### config.mk
export PLATFORM = sky130hd
export DESIGN_NAME = pipe_ctrl_unit
export DESIGN_NICKNAME = d
export VERILOG_FILES = /design/src/rtl/ctrl_pkg.sv /design/src/rtl/ctrl_decode.sv /design/src/rtl/pipe_ctrl_unit.sv
export SDC_FILE = /design/constraint.sdc
export NUM_CORES = 1
export LEC_CHECK = 0
export ABC_CLOCK_PERIOD_IN_PS = 2500
export CORE_ASPECT_RATIO = 1.75
export CORE_MARGIN = 1.5
export CORE_UTILIZATION = 39
export CTS_CLUSTER_DIAMETER = 30
export DETAILED_ROUTE_END_ITERATION = 8
export GPL_ROUTABILITY_DRIVEN = 0
export PLACE_DENSITY = 0.76
export SLEW_MARGIN = 20
export SYNTH_ARGS = -nofsm -noshare
export SYNTH_HDL_FRONTEND = slang
export SYNTH_HIERARCHICAL = 1
export SYNTH_SLANG_ARGS = --single-unit
### constraint.sdc
create_clock -name clk -period 2.5 [get_ports clk]
set_clock_uncertainty 0.2 [all_clocks]
set_input_delay 0.5 -clock clk [delete_from_list [all_inputs] [get_ports clk]]
set_output_delay 0.5 -clock clk [all_outputs]
set_load 0.01 [all_outputs]
### src/rtl/ctrl_pkg.sv
// Shared types for the ID->EX control path: ALU ops, field encodings
// and the ctrl_t bundle carried from decode into the EX register.
package ctrl_pkg;

  typedef enum logic [3:0] {
    ALU_AND  = 4'd0,
    ALU_OR   = 4'd1,
    ALU_NOR  = 4'd2,
    ALU_XOR  = 4'd3,
    ALU_ADD  = 4'd4,
    ALU_SUB  = 4'd5,
    ALU_MULT = 4'd6,
    ALU_MULU = 4'd7,
    ALU_SLL  = 4'd8,
    ALU_SRL  = 4'd9,
    ALU_SRA  = 4'd10,
    ALU_SLT  = 4'd12,
    ALU_SLTU = 4'd13
  } alu_op_t;

  typedef enum logic [1:0] {
    RS_ALU  = 2'd0,
    RS_HI   = 2'd1,
    RS_LO   = 2'd2,
    RS_GPIO = 2'd3
  } regsel_t;

  typedef enum logic [1:0] {
    SRC_RD2  = 2'd0,
    SRC_SEXT = 2'd1,
    SRC_ZEXT = 2'd2
  } alu_src_t;

  localparam logic [5:0] OP_RTYPE = 6'h00;
  localparam logic [5:0] OP_ADDI  = 6'h08;
  localparam logic [5:0] OP_ADDIU = 6'h09;
  localparam logic [5:0] OP_SLTI  = 6'h0A;
  localparam logic [5:0] OP_ANDI  = 6'h0C;
  localparam logic [5:0] OP_ORI   = 6'h0D;
  localparam logic [5:0] OP_XORI  = 6'h0E;
  localparam logic [5:0] OP_LUI   = 6'h0F;

  localparam logic [5:0] F_SLL   = 6'h00;
  localparam logic [5:0] F_SRL   = 6'h02;
  localparam logic [5:0] F_SRA   = 6'h03;
  localparam logic [5:0] F_MFHI  = 6'h10;
  localparam logic [5:0] F_MFLO  = 6'h12;
  localparam logic [5:0] F_MULT  = 6'h18;
  localparam logic [5:0] F_MULTU = 6'h19;
  localparam logic [5:0] F_ADD   = 6'h20;
  localparam logic [5:0] F_SUB   = 6'h22;
  localparam logic [5:0] F_AND   = 6'h24;
  localparam logic [5:0] F_OR    = 6'h25;
  localparam logic [5:0] F_XOR   = 6'h26;
  localparam logic [5:0] F_NOR   = 6'h27;
  localparam logic [5:0] F_SLT   = 6'h2A;
  localparam logic [5:0] F_SLTU  = 6'h2B;

  typedef struct packed {
    logic     valid;
    logic     illegal;
    alu_op_t  alu_op;
    logic [4:0] shamt;
    logic     enhilo;
    regsel_t  regsel;
    logic     regwrite;
    logic     rdrt;
    logic     memwrite;
    alu_src_t alu_src;
    logic     gpio_out;
    logic     gpio_in;
  } ctrl_t;

  // Instructions that touch HI/LO and must wait out a multiply
  function automatic logic uses_hilo(input logic [31:0] instr);
    logic [5:0] fn;
    fn = instr[5:0];
    return (instr[31:26] == OP_RTYPE) &&
           (fn == F_MFHI || fn == F_MFLO ||
            fn == F_MULT || fn == F_MULTU);
  endfunction

endpackage

### src/rtl/ctrl_decode.sv
// Combinational decode of one instruction word into EX-stage control.
// Unused fields are zero when ZERO_DC is set, X otherwise.
module ctrl_decode
  import ctrl_pkg::*;
#(
  parameter bit GPIO_EN = 1'b1,
  parameter bit ZERO_DC = 1'b1
) (
  input  logic [31:0] instr,
  output ctrl_t       ctrl
);

  logic [5:0] op;
  logic [5:0] fn;
  logic [4:0] sh;
  logic       is_r;
  alu_op_t    dc_op;
  logic [4:0] dc_sh;

  assign op    = instr[31:26];
  assign fn    = instr[5:0];
  assign sh    = instr[10:6];
  assign is_r  = (op == OP_RTYPE);
  assign dc_op = ZERO_DC ? ALU_AND : alu_op_t'(4'bxxxx);
  assign dc_sh = ZERO_DC ? 5'd0 : 5'bxxxxx;

  always_comb begin
    ctrl        = '0;
    ctrl.valid  = 1'b1;
    ctrl.alu_op = dc_op;
    ctrl.shamt  = dc_sh;
    unique case (1'b1)
      is_r && (fn == F_ADD): begin
        ctrl.alu_op   = ALU_ADD;
        ctrl.regwrite = 1'b1;
      end
      is_r && (fn == F_SUB): begin
        ctrl.alu_op   = ALU_SUB;
        ctrl.regwrite = 1'b1;
      end
      is_r && (fn == F_AND): begin
        ctrl.alu_op   = ALU_AND;
        ctrl.regwrite = 1'b1;
      end
      is_r && (fn == F_OR): begin
        ctrl.alu_op   = ALU_OR;
        ctrl.regwrite = 1'b1;
      end
      is_r && (fn == F_NOR): begin
        ctrl.alu_op   = ALU_NOR;
        ctrl.regwrite = 1'b1;
      end
      is_r && (fn == F_XOR): begin
        ctrl.alu_op   = ALU_XOR;
        ctrl.regwrite = 1'b1;
      end
      is_r && (fn == F_SLT): begin
        ctrl.alu_op   = ALU_SLT;
        ctrl.regwrite = 1'b1;
      end
      is_r && (fn == F_SLTU): begin
        ctrl.alu_op   = ALU_SLTU;
        ctrl.regwrite = 1'b1;
      end
      is_r && (fn == F_MULT): begin
        ctrl.alu_op = ALU_MULT;
        ctrl.enhilo = 1'b1;
      end
      is_r && (fn == F_MULTU): begin
        ctrl.alu_op = ALU_MULU;
        ctrl.enhilo = 1'b1;
      end
      is_r && (fn == F_MFHI): begin
        ctrl.regsel   = RS_HI;
        ctrl.regwrite = 1'b1;
      end
      is_r && (fn == F_MFLO): begin
        ctrl.regsel   = RS_LO;
        ctrl.regwrite = 1'b1;
      end
      is_r && (fn == F_SLL): begin
        ctrl.alu_op   = ALU_SLL;
        ctrl.shamt    = sh;
        ctrl.regwrite = 1'b1;
      end
      is_r && (fn == F_SRL): begin
        ctrl.alu_op = ALU_SRL;
        ctrl.shamt  = sh;
        if (GPIO_EN && sh == 5'd0)
          ctrl.gpio_out = 1'b1;
        else
          ctrl.regwrite = 1'b1;
      end
      is_r && (fn == F_SRA): begin
        ctrl.alu_op   = ALU_SRA;
        ctrl.shamt    = sh;
        ctrl.regwrite = 1'b1;
        if (GPIO_EN && sh == 5'd0) begin
          ctrl.gpio_in = 1'b1;
          ctrl.regsel  = RS_GPIO;
        end
      end
      op == OP_LUI: begin
        ctrl.alu_op   = ALU_SLL;
        ctrl.shamt    = 5'd16;
        ctrl.alu_src  = SRC_ZEXT;
        ctrl.rdrt     = 1'b1;
        ctrl.regwrite = 1'b1;
      end
      (op == OP_ADDI) || (op == OP_ADDIU): begin
        ctrl.alu_op   = ALU_ADD;
        ctrl.alu_src  = SRC_SEXT;
        ctrl.rdrt     = 1'b1;
        ctrl.regwrite = 1'b1;
      end
      op == OP_SLTI: begin
        ctrl.alu_op   = ALU_SLT;
        ctrl.alu_src  = SRC_SEXT;
        ctrl.rdrt     = 1'b1;
        ctrl.regwrite = 1'b1;
      end
      op == OP_ANDI: begin
        ctrl.alu_op   = ALU_AND;
        ctrl.alu_src  = SRC_ZEXT;
        ctrl.rdrt     = 1'b1;
        ctrl.regwrite = 1'b1;
      end
      op == OP_ORI: begin
        ctrl.alu_op   = ALU_OR;
        ctrl.alu_src  = SRC_ZEXT;
        ctrl.rdrt     = 1'b1;
        ctrl.regwrite = 1'b1;
      end
      op == OP_XORI: begin
        ctrl.alu_op   = ALU_XOR;
        ctrl.alu_src  = SRC_ZEXT;
        ctrl.rdrt     = 1'b1;
        ctrl.regwrite = 1'b1;
      end
      default: ctrl.illegal = 1'b1;
    endcase
    // The all-zero word is sll $0,$0,0: keep it valid but harmless
    if (instr == 32'h0)
      ctrl.regwrite = 1'b0;
  end

endmodule

### src/rtl/pipe_ctrl_unit.sv
// ID->EX control register with HI/LO busy interlock,
// stall/flush bubbles and illegal-instruction flagging.
module pipe_ctrl_unit
  import ctrl_pkg::*;
#(
  parameter int MULT_LAT = 4,
  parameter bit GPIO_EN  = 1'b1,
  parameter bit ZERO_DC  = 1'b1
) (
  input  logic        clk,
  input  logic        rst,
  input  logic [31:0] instr_ID,
  input  logic        valid_ID,
  input  logic        stall_EX,
  input  logic        flush,
  output logic        stall_ID,
  output logic        valid_EX,
  output logic [3:0]  alu_op_EX,
  output logic [4:0]  shamt_EX,
  output logic        enhilo_EX,
  output logic [1:0]  regsel_EX,
  output logic        regwrite_EX,
  output logic        rdrt_EX,
  output logic        memwrite_EX,
  output logic [1:0]  alu_src_EX,
  output logic        gpio_out_EX,
  output logic        gpio_in_EX,
  output logic        illegal_EX,
  output logic        hilo_busy
);

  localparam int CW = $clog2(MULT_LAT + 1);

  ctrl_t         dec;
  ctrl_t         ex;
  logic [CW-1:0] cnt;
  logic          take;

  ctrl_decode #(
    .GPIO_EN (GPIO_EN),
    .ZERO_DC (ZERO_DC)
  ) u_dec (
    .instr (instr_ID),
    .ctrl  (dec)
  );

  assign hilo_busy = (cnt != '0);
  assign stall_ID  = valid_ID & hilo_busy & uses_hilo(instr_ID);
  assign take      = valid_ID & ~flush & ~stall_ID;

  // Counter keeps running under stall_EX; only a real load restarts it
  always_ff @(posedge clk) begin
    if (rst) begin
      ex  <= '0;
      cnt <= '0;
    end else begin
      if (!stall_EX && take && dec.enhilo)
        cnt <= CW'(MULT_LAT);
      else if (hilo_busy)
        cnt <= cnt - CW'(1);
      if (!stall_EX)
        ex <= take ? dec : '0;
    end
  end

  assign valid_EX    = ex.valid;
  assign alu_op_EX   = ex.alu_op;
  assign shamt_EX    = ex.shamt;
  assign enhilo_EX   = ex.enhilo;
  assign regsel_EX   = ex.regsel;
  assign regwrite_EX = ex.regwrite;
  assign rdrt_EX     = ex.rdrt;
  assign memwrite_EX = ex.memwrite;
  assign alu_src_EX  = ex.alu_src;
  assign gpio_out_EX = ex.gpio_out;
  assign gpio_in_EX  = ex.gpio_in;
  assign illegal_EX  = ex.illegal;

endmodule

==> impl_metrics.ini <==
[die]
start_util_pct = 41.10
io_pins = 60
die_h_um = 84.81
die_w_um = 49.75
rows = 29
die-area_sq_mm = 0.004219
core_sq_mm = 0.003628

[global_route]
antenna_found_initial = 0
overflow = 0
grt_pass1_vias = 1687
grt_pass1_wl_um = 7541
grt.total_usage_pct = 22.78
grt_max_degree = 22

[setup_path]
required_ns = 1.80
start_kind = input pin
cp.arrival_ns = 1.91
setup.worst_path.class = input pin to primary output
worstSetupEndpointType = primary output
path_max_fanout = 2

[routing]
route.detailed.drc = 0
top_layer = met4
dr_total_vias = 1682
totalWireLength_um = 4656
wl_met1_um = 1853
wl_per_cell_um = 15.47
drt_iter0_drc = 40
via_per_inst = 5.588
wl_met2_um = 2448
dr.pass1.iters = 4
wl_met3_um = 182
final_antenna_net_count = 0

[final_layout]
area_growth_pct = 59.06
antenna_cells_inserted = 0
final_cell_mix = clkdlybuf4s50_1 (53), buf_4 (32), dfxtp_1 (24)
final_layout_size_suffix_gt1_share_pct = 21.18
final_common_cell = clkdlybuf4s50_1
nets = 295
fillers = 317
stdcell_area_sq_mm = 0.002372

[synth]
synth-edff-count = 0
synth-seq-cells = 24
synth.area.top_cells = dfxtp_1 (32%), a22o_1 (12%), nor2_1 (4.5%), buf_6 (3.8%), inv_1 (2.3%)
synth_flop_cell = dfxtp_1
avgSynthCellArea_sq_um = 8.722
syn_nets = 210
synthArstFlopShare_pct = 0
synth_top_area_share_pct = 32.21
synth_top_area_cell = dfxtp_1
synthesis.area_sq_mm = 0.001491
synth.distinct_cells = 49
synth_warnings = 6
syn_inst = 171
synth-seq-area-share_pct = 32.21

[clock_tree]
cts_buffers = 3
htree_num_levels = 1
cts.sinks = 24
clkTransAtPathRegs_ns = 0.08
clock_latency_ns = 0.27
cts-root-buf = clkbuf_8
cts.path.max_buffers = 2
cts_tree = built

[place]
io_buffers = 59
dp.final_hpwl_um = 3284
place_area_sq_mm = 0.002277
pre_cts_slack_ns = -0.9823

[sta]
finalCriticalPeriod_ns = 2.612
fmax_mhz = 382.8
slew_violations = 0
period_share_pct = 104.5
setup_slack_ns = -0.1124
finalSetupViolCount = 1
finalHoldViolations = 0
rsz0062_at_grt = true

[power_and_ir_drop]
powerDensity_mw_per_mm2 = 443.9
p_leak_nw = 0.9624
ir_worst_vdd_mv = 0.4746

[outcome]
failed_checks = setup timing
status = finished with violations

[flow_run]
drv_cap = 0

[min_path]
worstHoldPathType = flip-flop to flip-flop
==> logic make-up after synthesis <==
| kind of cell | synth area share [%] |
|---|---|
| buffers and inverters | 9.228 |
| XOR/XNOR | 1.762 |
| AO/OA/AOI/OAI | 27.52 |
| adder cells (fa/ha/maj) | 1.678 |
| flip-flops | 32.21 |
| AND/OR/NAND/NOR | 25.67 |
| multiplexers | 1.426 |
| other | 0.5035 |
==> per-stage QoR <==
stage	total power [mW]	setup TNS (ns)	hold slack, ns	std cells	util (%)
finish	1.053	-0.1124	0.2826	301	65.38
global route	1.108	-0.1637	0.2993	301	65.38
CTS	1.061	-0.1248	0.2863	301	65.31
detailed placement	0.7900	-15.05	0.2572	294	62.76
global placement	0.7846	-14.19	0.2568	294	62.76
floorplan	0.6054	-0.9543	0.2938	171	-
==> report_power, final <==
group / total, mW / internal, mW / leakage, nW / switching, mW
Combinational: 0.373 / 0.209 / 0.740 / 0.164
Sequential: 0.413 / 0.404 / 0.194 / 0.00957
Clock: 0.267 / 0.141 / 0.0288 / 0.126
Total: 1.05 / 0.753 / 0.962 / 0.300
==> layer usage <==
layer	track usage (%)	vias to the layer above
met2	40.12	71
met3	2.847	19
met4	12.63	0
met5	0	-
li1	-	817
met1	25.78	775
==> area by class of cell <==
class                   count  area, sq um  share of cell area [%]
clock buffers               4        55.05                   2.321
inverters                   9        33.78                   1.424
multi-input cells         127        924.6                   38.98
flip-flops and latches     24        480.5                   20.25
well taps                  46        57.56                   2.426
repair buffers             91        820.8                   34.60
==> synthesized netlist by cell type (3+ instances only) <==
| master | instances |
|---|---|
| dfxtp_1 | 24 |
| a22o_1 | 21 |
| nor2_1 | 18 |
| inv_1 | 9 |
| nor3_1 | 6 |
| a21oi_1 | 5 |
| buf_6 | 5 |
| nand2_1 | 5 |
| o21ai_0 | 5 |
| a211oi_1 | 4 |
| a31oi_1 | 4 |
| and2_1 | 4 |
| nor2b_1 | 4 |
| buf_4 | 3 |
| nand4_1 | 3 |
| nor4_1 | 3 |
| or3_1 | 3 |
| or4_1 | 3 |
==> critical path, cell delays in order <==
cell and delay (ns):
buf_6 0.09, or4b_4 0.53, or4b_4 0.54, nor3_2 0.11
buf_2 0.15
==> sequential cells by signal, summed over array words and instances, names as in the netlist <==
name / cells
rdrt_EX: 1
gpio_in_EX: 1
valid_EX: 1
memwrite_EX: 1
shamt_EX: 5
cnt: 3
illegal_EX: 1
regsel_EX: 2
alu_op_EX: 4
regwrite_EX: 1
gpio_out_EX: 1
enhilo_EX: 1
alu_src_EX: 2
==> final timing paths <==
check | from | end | slack, ns | cells past startpoint
max | instr_ID[2] | stall_ID | -0.11 | 5
min | valid_EX$_SDFFE_PP0N_ | valid_EX$_SDFFE_PP0N_ | 0.28 | 1
max reg2reg | cnt[1]$_SDFFE_PP0N_ | alu_src_EX[1]$_SDFFE_PP0N_ | 0.20 | 7
min reg2reg | valid_EX$_SDFFE_PP0N_ | valid_EX$_SDFFE_PP0N_ | 0.28 | 1
==> what timing repair did <==
action                                  4_1_cts  5_1_grt
setup buffers                                 1        0
gates resized for setup                      24        1
hold buffers                                  0        0
gates cloned                                  2        0
endpoints found under the setup margin       22        6
pin swaps                                     5        2
Power figures use the tool's default switching activity.
